==> config.mk <==
export PLATFORM = sky130hd
export DESIGN_NAME = and_gate_test_ctrl
export DESIGN_NICKNAME = d
export VERILOG_FILES = /design/src/rtl/and_gate_test_ctrl.sv
export SDC_FILE = /design/constraint.sdc
export NUM_CORES = 1
export LEC_CHECK = 0
export CAP_MARGIN = 5
export CELL_PAD_IN_SITES_DETAIL_PLACEMENT = 0
export CELL_PAD_IN_SITES_GLOBAL_PLACEMENT = 1
export CORE_MARGIN = 2
export CORE_UTILIZATION = 41
export DETAILED_ROUTE_END_ITERATION = 16
export PLACE_DENSITY = 0.73
export SLEW_MARGIN = 20
export SYNTH_ARGS = -nofsm -noshare
export SYNTH_HDL_FRONTEND = slang
export SYNTH_SLANG_ARGS = --single-unit
==> constraint.sdc <==
create_clock -name clk -period 2.3 [get_ports clk]
set_clock_uncertainty 0.05 [all_clocks]
set_input_delay 0.575 -clock clk [delete_from_list [all_inputs] [get_ports clk]]
set_output_delay 0.575 -clock clk [all_outputs]
set_load 0.01 [all_outputs]
==> src/rtl/and_gate_test_ctrl.sv <==
// Self-test sequencer for a 2-input AND gate: applies 00,01,10,11 for HOLD_CYCLES each,
// samples the gate output at the end of each hold window and reports mismatch statistics.
module and_gate_test_ctrl #(
  parameter int HOLD_CYCLES = 10
) (
  input  logic       clk,
  input  logic       rst,
  input  logic       start,
  output logic       dut_a,
  output logic       dut_b,
  input  logic       dut_y,
  output logic       busy,
  output logic       done,
  output logic       pass,
  output logic [2:0] err_count,
  output logic       fail_valid,
  output logic [1:0] first_fail_vec
);

  typedef enum logic [1:0] {
    ST_IDLE = 2'd0,
    ST_RUN  = 2'd1,
    ST_DONE = 2'd2
  } state_t;

  localparam logic [7:0] LAST_CNT = 8'(HOLD_CYCLES - 1);

  state_t     state_r;
  logic [1:0] v_r;
  logic [7:0] cnt_r;

  logic       mismatch_s;
  logic       last_hold_s;
  logic [2:0] err_next_s;
  logic [1:0] v_next_s;

  // Sample-edge decode; err_next_s already includes the mismatch being sampled now.
  always_comb begin
    mismatch_s  = 1'b0;
    last_hold_s = 1'b0;
    err_next_s  = err_count;
    v_next_s    = v_r + 2'd1;
    if (state_r == ST_RUN) begin
      mismatch_s  = (dut_y != (dut_a & dut_b));
      last_hold_s = (cnt_r == LAST_CNT);
      err_next_s  = err_count + {2'b00, mismatch_s};
    end else begin
      mismatch_s  = 1'b0;
      last_hold_s = 1'b0;
      err_next_s  = err_count;
    end
  end

  // Sequencer FSM with all outputs registered.
  always_ff @(posedge clk or posedge rst) begin
    if (rst) begin
      state_r        <= ST_IDLE;
      v_r            <= 2'd0;
      cnt_r          <= 8'd0;
      dut_a          <= 1'b0;
      dut_b          <= 1'b0;
      busy           <= 1'b0;
      done           <= 1'b0;
      pass           <= 1'b0;
      err_count      <= 3'd0;
      fail_valid     <= 1'b0;
      first_fail_vec <= 2'd0;
    end else begin
      case (state_r)
        ST_IDLE: begin
          done  <= 1'b0;
          dut_a <= 1'b0;
          dut_b <= 1'b0;
          if (start) begin
            state_r        <= ST_RUN;
            v_r            <= 2'd0;
            cnt_r          <= 8'd0;
            busy           <= 1'b1;
            pass           <= 1'b0;
            err_count      <= 3'd0;
            fail_valid     <= 1'b0;
            first_fail_vec <= 2'd0;
          end else begin
            busy <= 1'b0;
          end
        end

        ST_RUN: begin
          if (last_hold_s) begin
            cnt_r <= 8'd0;
            if (mismatch_s) begin
              err_count <= err_next_s;
              if (!fail_valid) begin
                fail_valid     <= 1'b1;
                first_fail_vec <= {dut_a, dut_b};
              end
            end
            // Final vector: leave RUN with the gate inputs parked at 0.
            if (v_r == 2'd3) begin
              state_r <= ST_DONE;
              v_r     <= 2'd0;
              busy    <= 1'b0;
              done    <= 1'b1;
              dut_a   <= 1'b0;
              dut_b   <= 1'b0;
              pass    <= (err_next_s == 3'd0);
            end else begin
              v_r   <= v_next_s;
              dut_a <= v_next_s[1];
              dut_b <= v_next_s[0];
            end
          end else begin
            cnt_r <= cnt_r + 8'd1;
          end
        end

        ST_DONE: begin
          state_r <= ST_IDLE;
          done    <= 1'b0;
          busy    <= 1'b0;
          dut_a   <= 1'b0;
          dut_b   <= 1'b0;
        end

        default: begin
          state_r <= ST_IDLE;
          v_r     <= 2'd0;
          cnt_r   <= 8'd0;
          busy    <= 1'b0;
          done    <= 1'b0;
          dut_a   <= 1'b0;
          dut_b   <= 1'b0;
        end
      endcase
    end
  end

endmodule

==> results.md <==
* Outcome: finished clean
* Drc violations at 0
* CTS tree: built
* Layout cells sized above 1 at 15.0%
* Final WS setup at between 0.15 and 0.2 ns
* RSZ-0062 raised after global routing: no
* HPWL Detailed at roughly 1600 um
* Core area at 2730 um2
* Fillers at roughly 260
* DR vias/cell at ~5.3
* Post-Place Cell Area at 1370 um2
* Dpl cells at 160
* Post-synthesis simple-gate area fraction at 18.7%
* Die footprint at 3280 um2
* Adder-cell share of the synthesized area at 5.37%
* Largest net degree at the start of global routing at 24
* RePlAce Congestion at between 0.8 and 0.9
* Synthesized cell area at 1160 um2
* Latest clock arrival within the worst-skew pair at ~0.31 ns
* IR drop worst, VDD at approximately 0.00063 V
* Hold WC Path Type: flip-flop to flip-flop
* Layout Utilization at 50.9%
* H-Tree Depth at 1
* Max-Cap Viols at 0
* Die X at ~57 um
* Flop and latch count out of synthesis at 23
* Worst Hold Depth at 1
* Final nets at 143
* WHS Endpoint: busy
* Initial antenna violation count at 0
* Total power at 1.41 mW
* P&R area growth vs syn at 19.5%
* Hold_ws at approximately 0.46 ns
* Pwr Density at 1010 nW/um2
* N_diodes at 0
* Syn Nets at 123
* Port Buffer Count at 14
* Post-CTS Resized at 0
* Pre-CTS setup slack at -0.0232 ns
* Worst relative slew slack at 70.9%
* R2R Path Start: cnt_r[1]
* Worst Path Max Fanout at 6
* CP Launch Type: flip-flop
* ANT nets after route at 0
* Hold path start: busy
* Setup TNS Final at 0 ns
* Post-layout min period at ~2.1 ns
* Die H at approximately 57 um
* Reg2Reg Depth at 7
* DRT iter0 DRCs at 11
* Hold_buf cts at 0
* Synth Area in Compound Gates at 17.2%
* CP Capture Type: flip-flop
* Cts bufs inserted at 3
* # clock sinks at 23
* Fin. Hold Viols at 0
* First element of the critical path: cnt_r[1]
* EDFF count, synth at 0
* Mux cell area share after synthesis at 1.83%
* Initial Utilization at 42.6%
* Synth warn at 0
* Final non-filler cell total at ~160
* Total global routing track utilization at 14.5%
* Ys flop type: dfrtp_1
* Final worst path period share at roughly 90%
* Final setup violation count at 0
* Post-Synthesis Cells at 114
* Worst EP required at 2.46 ns
* Worst-path clk slew at ~0.14 ns
* Cell taking the most area after synthesis: dfrtp_1
* XOR/XNOR Fraction of Synth Area at ~4.5%
* WP data arrival at 2.29 ns
* Worst slew pin tran at 0.437 ns
* Post-route cell area at 1390 um2
* Post-CTS Setup Repair Bufs at 0
* Share of flip-flops with an asynchronous set or reset at between 90% and 100%
* Post-synthesis cell type count at 33
* Area share of the largest cell type after synthesis at roughly half
* Core Rows at 19
* CP Class: flip-flop to flip-flop
* Vias in the first global route at 877
* Count leader, synth: dfrtp_1
* Longest Clk Path Bufs at 2
* List of most frequent post-synthesis cells: dfrtp_1 (23), nand2_1 (13), o21ai_0 (11), nor2_1 (9), xor2_1 (6)
* Wire length per cell at 13.2 um
* Syn avg cell area at ~10 um2
* Ranking of synthesized cells by area: dfrtp_1 (49%), ha_1 (5.4%), o21ai_0 (4.7%)
* Main combinational cell family by area after synthesis: simple AND/OR/NAND/NOR gates
* Gr ovfl total at 0
* Leakage power at 0.642 nW
* Flop2flop setup slack at 0.17 ns
* Routed wire length at 2170 um
* Clock root cell: clkbuf_4
* Register area share after synthesis at between 40% and 50%
* Fmax at 470 MHz
* I/O pin total at 15
* Via count at just under 900
* First-pass GRT wire length at 3810 um
* Reg2reg end: err_count[2]
* Fin. max-slew vios at 0
* Drt pass-1 iters at 4
-- state kept, by name (all words and copies together), names as in the netlist --
| register | flops |
|---|---|
| busy | 1 |
| cnt_r | 8 |
| done | 1 |
| dut_a | 1 |
| dut_b | 1 |
| err_count | 3 |
| fail_valid | 1 |
| first_fail_vec | 2 |
| pass | 1 |
| state_r | 2 |
| v_r | 2 |
-- final cells by class --
cell class | count | area [um2] | share of cell area (%)
clock buffers | 3 | 22.5 | 1.62
clock inverters | 1 | 5.00 | 0.359
inverters | 5 | 18.8 | 1.35
multi-input cells | 82 | 554 | 39.8
flip-flops and latches | 23 | 576 | 41.3
well taps | 31 | 38.8 | 2.79
repair buffers | 19 | 178 | 12.8
-- report_power, final --
group / internal [mW] / total, mW / switching, mW / leakage [nW]
combinational: 0.290 / 0.577 / 0.287 / 0.322
clock: 0.0649 / 0.191 / 0.126 / 0.0177
sequential: 0.522 / 0.638 / 0.116 / 0.302
total: 0.877 / 1.41 / 0.529 / 0.642
-- cell families (layout without fill, tap and decap cells) --
kind of cell | count (synthesis) | after routing
DFF | 23 | 23
xor gates and xnor gates | 6 | 6
AOI/OAI and AO/OA | 27 | 27
buffers and inverters | 9 | 28
muxes | 2 | 2
and+or+nand+nor | 42 | 42
adders and majority gates | 5 | 5
-- layer usage --
metal  up-vias  GRT usage [%]  share of wire [%]
met4         0           3.99               0.64
met2        11           25.3                 50
li1        427              -                  -
met3         2           2.72                2.4
met1       431           18.4                 46
met5         -              0                  0
-- layout by cell type, fill, tap and decap left out, types with 5 or more instances in the layout --
master           netlist  routed
ha_1                   5       5
a21oi_1                5       5
dfrtp_1               23      23
nand2_1               13      13
clkdlybuf4s50_1        0      14
buf_4                  0       5
nor2_1                 9       9
o21ai_0               11      11
inv_1                  5       5
xor2_1                 6       6
-- critical path, stage by stage (launching register included) --
cell       delay, ns
dfrtp_1         0.43
inv_1           0.07
ha_1            0.14
or4b_1          0.58
a2111oi_4       0.39
buf_4           0.21
nand2_1         0.07
mux2i_1         0.11
-- how the worst max path moves through the flow --
stage                                   end  slack, ns  depth (start not counted)
after global placement                 pass       0.01                          9
after floorplan           first_fail_vec[0]       0.25                          7
after detailed placement               pass      -0.02                          9
final                          err_count[2]       0.17                          7
after global routing           err_count[2]       0.05                          7
after CTS                      err_count[2]       0.15                          7
Power figures use the tool's default switching activity.
